<file path="src/rtl/i2c_bus_conditioner_if.sv">
`default_nettype none
// ============================================================================
// Module   : i2c_bus_conditioner_if
// Purpose  : Pin-side and conditioned-side signal bundle of the I2C bus
//            conditioner. "slave" is the conditioner's view, "master" is the
//            view of whatever drives the raw pins and consumes the results.
// Revision : 1.0 - initial release
// ============================================================================
interface i2c_bus_conditioner_if;
  logic i_scl;       // raw SCL pin, asynchronous
  logic i_sda;       // raw SDA pin (read side), asynchronous
  logic o_scl;       // conditioned SCL level
  logic o_sda;       // conditioned SDA level
  logic o_scl_rise;  // accepted SCL 0->1
  logic o_scl_fall;  // accepted SCL 1->0
  logic o_start;     // START / repeated START
  logic o_stop;      // STOP
  logic o_busy;      // bus owned between START and STOP/timeout
  logic o_timeout;   // SCL held low too long while busy

  modport slave (
    input  i_scl, i_sda,
    output o_scl, o_sda, o_scl_rise, o_scl_fall,
           o_start, o_stop, o_busy, o_timeout
  );

  modport master (
    output i_scl, i_sda,
    input  o_scl, o_sda, o_scl_rise, o_scl_fall,
           o_start, o_stop, o_busy, o_timeout
  );
endinterface
`default_nettype wire

</file>
<file path="src/rtl/i2c_bus_conditioner.sv">
`default_nettype none
// ============================================================================
// Module   : i2c_bus_conditioner
// Purpose  : Synchronizes and glitch-filters raw I2C SCL/SDA, then derives
//            edge strobes, START/STOP detection, bus-busy state and an
//            SCL-low timeout.
// Revision : 1.0 - initial release
// ============================================================================
module i2c_bus_conditioner #(
  parameter int SYNC_STAGES    = 2,
  parameter int GLITCH_CYCLES  = 4,
  parameter int TIMEOUT_CYCLES = 1000000
) (
  input wire i_clk,
  input wire i_rst,
  i2c_bus_conditioner_if.slave bus
);

  // Filter counter value at which the next differing cycle is the accepting one.
  localparam logic [7:0]  c_glitch_last  = 8'(GLITCH_CYCLES - 1);
  // Timeout counter value at which the next busy/SCL-low cycle expires the bus.
  localparam logic [23:0] c_timeout_last = 24'(TIMEOUT_CYCLES - 1);

  // Line index 0 is SCL, line index 1 is SDA.
  logic [1:0] w_raw;
  logic [1:0] w_filt;

  assign w_raw = {bus.i_sda, bus.i_scl};

  // --------------------------------------------------------------------------
  // Per-line synchronizer and glitch filter. The filter only accepts a new
  // level once the synchronized level has disagreed with the accepted level
  // for GLITCH_CYCLES consecutive cycles; any agreement restarts the count.
  // --------------------------------------------------------------------------
  for (genvar gi = 0; gi < 2; gi++) begin : g_line
    logic [SYNC_STAGES-1:0] r_sync;
    logic [7:0]             r_cnt;
    logic                   r_filt;
    logic                   w_sync;

    assign w_sync = r_sync[SYNC_STAGES-1];

    // Metastability chain; idles high like a released open-drain line.
    always_ff @(posedge i_clk or posedge i_rst) begin
      if (i_rst) begin
        r_sync <= '1;
      end else begin
        r_sync <= {r_sync[SYNC_STAGES-2:0], w_raw[gi]};
      end
    end

    // Persistence filter: toggle on the cycle the disagreement count completes.
    always_ff @(posedge i_clk or posedge i_rst) begin
      if (i_rst) begin
        r_cnt  <= '0;
        r_filt <= 1'b1;
      end else if (w_sync == r_filt) begin
        r_cnt  <= '0;
      end else if (r_cnt >= c_glitch_last) begin
        r_filt <= ~r_filt;
        r_cnt  <= '0;
      end else if (r_cnt != 8'hFF) begin
        r_cnt  <= r_cnt + 8'd1;
      end
    end

    assign w_filt[gi] = r_filt;
  end

  // --------------------------------------------------------------------------
  // Output stage. r_scl/r_sda are the published levels; comparing them with
  // the filter outputs lets every strobe be registered in the same cycle the
  // published level takes its new value.
  // --------------------------------------------------------------------------
  logic        r_scl;
  logic        r_sda;
  logic        r_scl_rise;
  logic        r_scl_fall;
  logic        r_start;
  logic        r_stop;
  logic        r_busy;
  logic        r_timeout;
  logic [23:0] r_to_cnt;

  logic w_scl_rise;
  logic w_scl_fall;
  logic w_start;
  logic w_stop;
  logic w_busy_scl_low;
  logic w_to_hit;

  assign w_scl_rise = w_filt[0] & ~r_scl;
  assign w_scl_fall = ~w_filt[0] & r_scl;
  // START/STOP need SCL high now and in the previous cycle, which also rules
  // out a simultaneous SCL change.
  assign w_start    = r_scl & w_filt[0] & r_sda & ~w_filt[1];
  assign w_stop     = r_scl & w_filt[0] & ~r_sda & w_filt[1];

  assign w_busy_scl_low = r_busy & ~r_scl;
  // A START in the same cycle takes priority over an expiring timeout.
  assign w_to_hit       = w_busy_scl_low & ~w_start & (r_to_cnt >= c_timeout_last);

  // Published levels and edge/condition strobes.
  always_ff @(posedge i_clk or posedge i_rst) begin
    if (i_rst) begin
      r_scl      <= 1'b1;
      r_sda      <= 1'b1;
      r_scl_rise <= 1'b0;
      r_scl_fall <= 1'b0;
      r_start    <= 1'b0;
      r_stop     <= 1'b0;
    end else begin
      r_scl      <= w_filt[0];
      r_sda      <= w_filt[1];
      r_scl_rise <= w_scl_rise;
      r_scl_fall <= w_scl_fall;
      r_start    <= w_start;
      r_stop     <= w_stop;
    end
  end

  // Busy tracking and SCL-low timeout; busy reacts one cycle after its strobe.
  always_ff @(posedge i_clk or posedge i_rst) begin
    if (i_rst) begin
      r_busy    <= 1'b0;
      r_timeout <= 1'b0;
      r_to_cnt  <= '0;
    end else begin
      r_timeout <= w_to_hit;

      if (r_start) begin
        r_busy <= 1'b1;
      end else if (r_stop || r_timeout) begin
        r_busy <= 1'b0;
      end

      if (!w_busy_scl_low || w_start || w_to_hit) begin
        r_to_cnt <= '0;
      end else if (r_to_cnt != 24'hFF_FFFF) begin
        r_to_cnt <= r_to_cnt + 24'd1;
      end
    end
  end

  assign bus.o_scl      = r_scl;
  assign bus.o_sda      = r_sda;
  assign bus.o_scl_rise = r_scl_rise;
  assign bus.o_scl_fall = r_scl_fall;
  assign bus.o_start    = r_start;
  assign bus.o_stop     = r_stop;
  assign bus.o_busy     = r_busy;
  assign bus.o_timeout  = r_timeout;

endmodule
`default_nettype wire

</file>
<file path="src/flat_wrapper.sv">
// flat-port wrapper written by rule: the top's interface ports become plain ports
module i2c_bus_conditioner_flat 
#(
  parameter int SYNC_STAGES    = 2,
  parameter int GLITCH_CYCLES  = 4,
  parameter int TIMEOUT_CYCLES = 1000000
)
  (i_clk, i_rst, bus_i_scl, bus_i_sda, bus_o_scl, bus_o_sda, bus_o_scl_rise, bus_o_scl_fall, bus_o_start, bus_o_stop, bus_o_busy, bus_o_timeout);
  i2c_bus_conditioner_if bus_i ();
  input wire i_clk;
  input wire i_rst;
  input wire logic [$bits(bus_i.i_scl)-1:0] bus_i_scl;
  input wire logic [$bits(bus_i.i_sda)-1:0] bus_i_sda;
  output wire logic [$bits(bus_i.o_scl)-1:0] bus_o_scl;
  output wire logic [$bits(bus_i.o_sda)-1:0] bus_o_sda;
  output wire logic [$bits(bus_i.o_scl_rise)-1:0] bus_o_scl_rise;
  output wire logic [$bits(bus_i.o_scl_fall)-1:0] bus_o_scl_fall;
  output wire logic [$bits(bus_i.o_start)-1:0] bus_o_start;
  output wire logic [$bits(bus_i.o_stop)-1:0] bus_o_stop;
  output wire logic [$bits(bus_i.o_busy)-1:0] bus_o_busy;
  output wire logic [$bits(bus_i.o_timeout)-1:0] bus_o_timeout;
  assign bus_i.i_scl = bus_i_scl;
  assign bus_i.i_sda = bus_i_sda;
  assign bus_o_scl = bus_i.o_scl;
  assign bus_o_sda = bus_i.o_sda;
  assign bus_o_scl_rise = bus_i.o_scl_rise;
  assign bus_o_scl_fall = bus_i.o_scl_fall;
  assign bus_o_start = bus_i.o_start;
  assign bus_o_stop = bus_i.o_stop;
  assign bus_o_busy = bus_i.o_busy;
  assign bus_o_timeout = bus_i.o_timeout;
  i2c_bus_conditioner #(.SYNC_STAGES(SYNC_STAGES), .GLITCH_CYCLES(GLITCH_CYCLES), .TIMEOUT_CYCLES(TIMEOUT_CYCLES)) u_core (.i_clk(i_clk), .i_rst(i_rst), .bus(bus_i));
endmodule
</file>
<file path="config.mk">
export PLATFORM = sky130hd
export DESIGN_NAME = i2c_bus_conditioner_flat
export DESIGN_NICKNAME = d
export VERILOG_FILES = /design/src/rtl/i2c_bus_conditioner_if.sv /design/src/rtl/i2c_bus_conditioner.sv /design/src/flat_wrapper.sv
export SDC_FILE = /design/constraint.sdc
export NUM_CORES = 1
export LEC_CHECK = 0
export CAP_MARGIN = 15
export CORE_UTILIZATION = 61
export DETAILED_ROUTE_END_ITERATION = 12
export DONT_BUFFER_PORTS = 1
export GPL_ROUTABILITY_DRIVEN = 0
export HOLD_SLACK_MARGIN = 0.05
export MAX_ROUTING_LAYER = met4
export PLACE_DENSITY = 0.77
export SYNTH_ARGS = -nofsm -noshare
export SYNTH_HDL_FRONTEND = slang
export SYNTH_SLANG_ARGS = --single-unit
</file>
<file path="constraint.sdc">
create_clock -name i_clk -period 2.24 [get_ports i_clk]
set_clock_uncertainty 0.1 [all_clocks]
set_input_delay 0.672 -clock i_clk [delete_from_list [all_inputs] [get_ports i_clk]]
set_output_delay 0.672 -clock i_clk [all_outputs]
set_load 0.1 [all_outputs]
</file>
==> results.txt <==
status - finished clean
achievable frequency - 0.4920 GHz
Starting Density - 0.6360
RR Startpoint - u_core.r_to_cnt[0]$_DFFE_PP0P_
gr usage total - 0.2329
Final min period - 2.033 ns
synthesized area - 2328 µm²
Cells after DPL - 262
GRT overflow - 0
Ports - 12
DIE HEIGHT - 63.79 µm
DRT iter0 DRCs - 166
RSZ-0062 raised after global routing - no
CP Capture Type - output port
Register-to-Register Path Depth - 8
DP HPWL - 2729 µm
Clock Tree Buf Depth - 2
Min Hold Slack - 0.1826 ns
PD cells - 701.9 nW/µm²
number of buffers created by CTS - 5
CTS tree - built
Leakage - 1.201 nW
Antenna Nets Post-Route - 0
clock sinks - 54
maximum vdd drop - 0.6250 mV
Synth top area share - 0.4944
IO Port Bufs - 0
Post-Layout Cell Count - 276
H-tree depth - 2
worst r2r dst - u_core.r_to_cnt[17]$_DFFE_PP0P_
Nets - 234
vias in the first global route - 1476
period utilisation layout - 0.9074
Synth Instances - 195
max_slew headroom - 0.3853
Die W - 63.79 µm
die area - 4069 µm²
final WL - 4013 µm
clock root buffer master - clkbuf_8
hold crit path type - input port to async pin
Primary FF master, synth - dfrtp_1
Yosys top cell by area - dfrtp_1
Req. time, crit path - 1.47 ns
DR pass1 iterations - 4
crit start category - flop
Yosys warnings - 0
Worst Tran Pin Value - 0.9221 ns
Core ar. - 3661 µm²
drt wl/cell - 14.54 µm
Slew Limit Fails - 0
most frequent cells after synthesis - dfrtp_1 (46), nor2_1 (24), nand2_1 (16)
layout cells sized above 1 - 0.2456
max-cap viol count - 0
Via density - 5.457
count leader, synth - dfrtp_1
Fin Setup TNS - 0 ns
Post-synth EDFFs - 0
Area Overhead vs Synth - 14.35%
kind of critical path - flop to output port
worst reg2reg setup slack - 0.26 ns
number of synthesized register bits - 54
Worst EP arrival - 1.26 ns
synthesized area per cell - 11.94 µm²
Via Count - 1506
Yosys cell types - 49
crit-path max FO - 2
Gates resized, CTS repair - 0
Finish-stage setup viols - 0
Remaining DRCs - 0
synth top area cells - dfrtp_1 (49%), dfstp_2 (9.0%), nor2_1 (3.9%)
initial antenna violation count - 0
global-route wire length before repair - 6879 µm
register area share after synthesis - 0.5846
async set-reset flop share out of synthesis - 1.000
Skew-Pair Late Insertion Delay - 0.31 ns
clock slew at reported path FFs - 0.10 ns
# rows - 22
ANT cells - 0
Final Hold Violating Endpoints - 0
largest net degree at the start of global routing - 55
-- metal layers --
metal / share of wire / GRT usage / vias to the layer above
li1: - / - / 730
met1: 0.42 / 0.2919 / 736
met2: 0.53 / 0.3790 / 34
met3: 0.043 / 0.05357 / 6
met4: 0.0090 / 0.07102 / 0
met5: 0 / - / -
-- metrics by stage --
| stage | instance area, µm² | setup slack (ns) | total power, W | utilization |
|---|---|---|---|---|
| floorplan | 2385 | 0.1667 | 0.001170 | - |
| global placement | 2496 | 0.3058 | 0.001203 | 0.6818 |
| detailed placement | 2496 | 0.1965 | 0.001208 | 0.6818 |
| CTS | 2618 | 0.1941 | 0.001880 | 0.7150 |
| global route | 2663 | 0.1119 | 0.001926 | 0.7273 |
| finish | 2663 | 0.2075 | 0.001869 | 0.7273 |
-- cells by family (layout without fill, tap and decap cells) --
family                     Yosys count  in the layout  synth area share
and+or+nand+nor                     87             87            0.2423
adders and majority gates            3              3           0.01612
xor gates and xnor gates            11             11           0.04138
AOI/OAI and AO/OA                   26             26           0.07900
buffers and inverters               11             29           0.02525
muxes                                2              2          0.009672
other                                1             16          0.001610
DFF                                 54             54            0.5846
-- registers in the layout, indices dropped and copies added, names as in the netlist --
signal,flops
u_core.r_to_cnt,24
u_core.bus.o_timeout,1
u_core.g_line.r_filt,2
u_core.bus.o_scl_fall,1
u_core.bus.o_scl_rise,1
u_core.bus.o_scl,1
u_core.bus.o_busy,1
u_core.g_line.r_sync,4
u_core.bus.o_sda,1
u_core.bus.o_start,1
u_core.bus.o_stop,1
u_core.g_line.r_cnt,16
-- cells in the final DEF (no fill, tap or decap), drive strengths merged --
cell type,synthesis,final
dfstp,8,8
or4,4,4
nand2,16,16
nor2b,2,2
inv,4,5
nand2b,1,1
nor2,25,25
xor2,2,2
a31oi,1,1
dfrtp,46,46
nand4,6,6
and2,1,1
bufinv,0,1
nand4b,2,2
a21o,1,1
nand3b,1,1
a2111oi,2,2
buf,6,17
mux2,2,2
o21ba,1,1
a21oi,10,10
nor4,3,3
nand3,5,5
a211oi,6,6
clkbuf,1,6
o21a,1,1
or2,2,2
conb,1,16
o31ai,1,1
and4,1,1
ha,3,3
nor3,8,8
o21ai,3,3
and3,6,6
nor3b,2,2
or3,1,1
nor4b,1,1
xnor2,9,9
-- power by group --
group	switching [W]	leakage (nW)	internal, W
Clock	0.000313	0.0618	0.000368
Sequential	0.0000390	0.685	0.00101
Combinational	0.000106	0.453	0.0000300
-- layout make-up --
class / instances / area [µm²]
Tap cell: 48 / 60.06
Fill cell: 246 / 998.5
Clock buffer: 6 / 82.58
Timing Repair Buffer: 17 / 140.1
Inverter: 4 / 15.01
Sequential cell: 54 / 1361
Clock inverter: 2 / 38.79
Multi-Input combinational cell: 145 / 964.7
-- worst max-delay path by stage --
stage                                         startpoint                              end  cells past startpoint
after floorplan                                    i_rst    u_core.bus.o_busy$_DFFE_PP0P_                      1
after global routing      u_core.r_to_cnt[0]$_DFFE_PP0P_  u_core.r_to_cnt[17]$_DFFE_PP0P_                      8
after detailed placement  u_core.r_to_cnt[0]$_DFFE_PP0P_   u_core.r_to_cnt[2]$_DFFE_PP0P_                      6
final                       u_core.bus.o_start$_DFF_PP0_                      bus_o_start                      0
after global placement    u_core.r_to_cnt[0]$_DFFE_PP0P_   u_core.r_to_cnt[2]$_DFFE_PP0P_                      6
after CTS                 u_core.r_to_cnt[0]$_DFFE_PP0P_   u_core.r_to_cnt[2]$_DFFE_PP0P_                      6
-- timing repair --
item,in CTS,in global routing
hold buffers,0,0
buffers inserted,0,6
endpoints found under the setup margin,0,3
(Power assumes the default switching activity.)
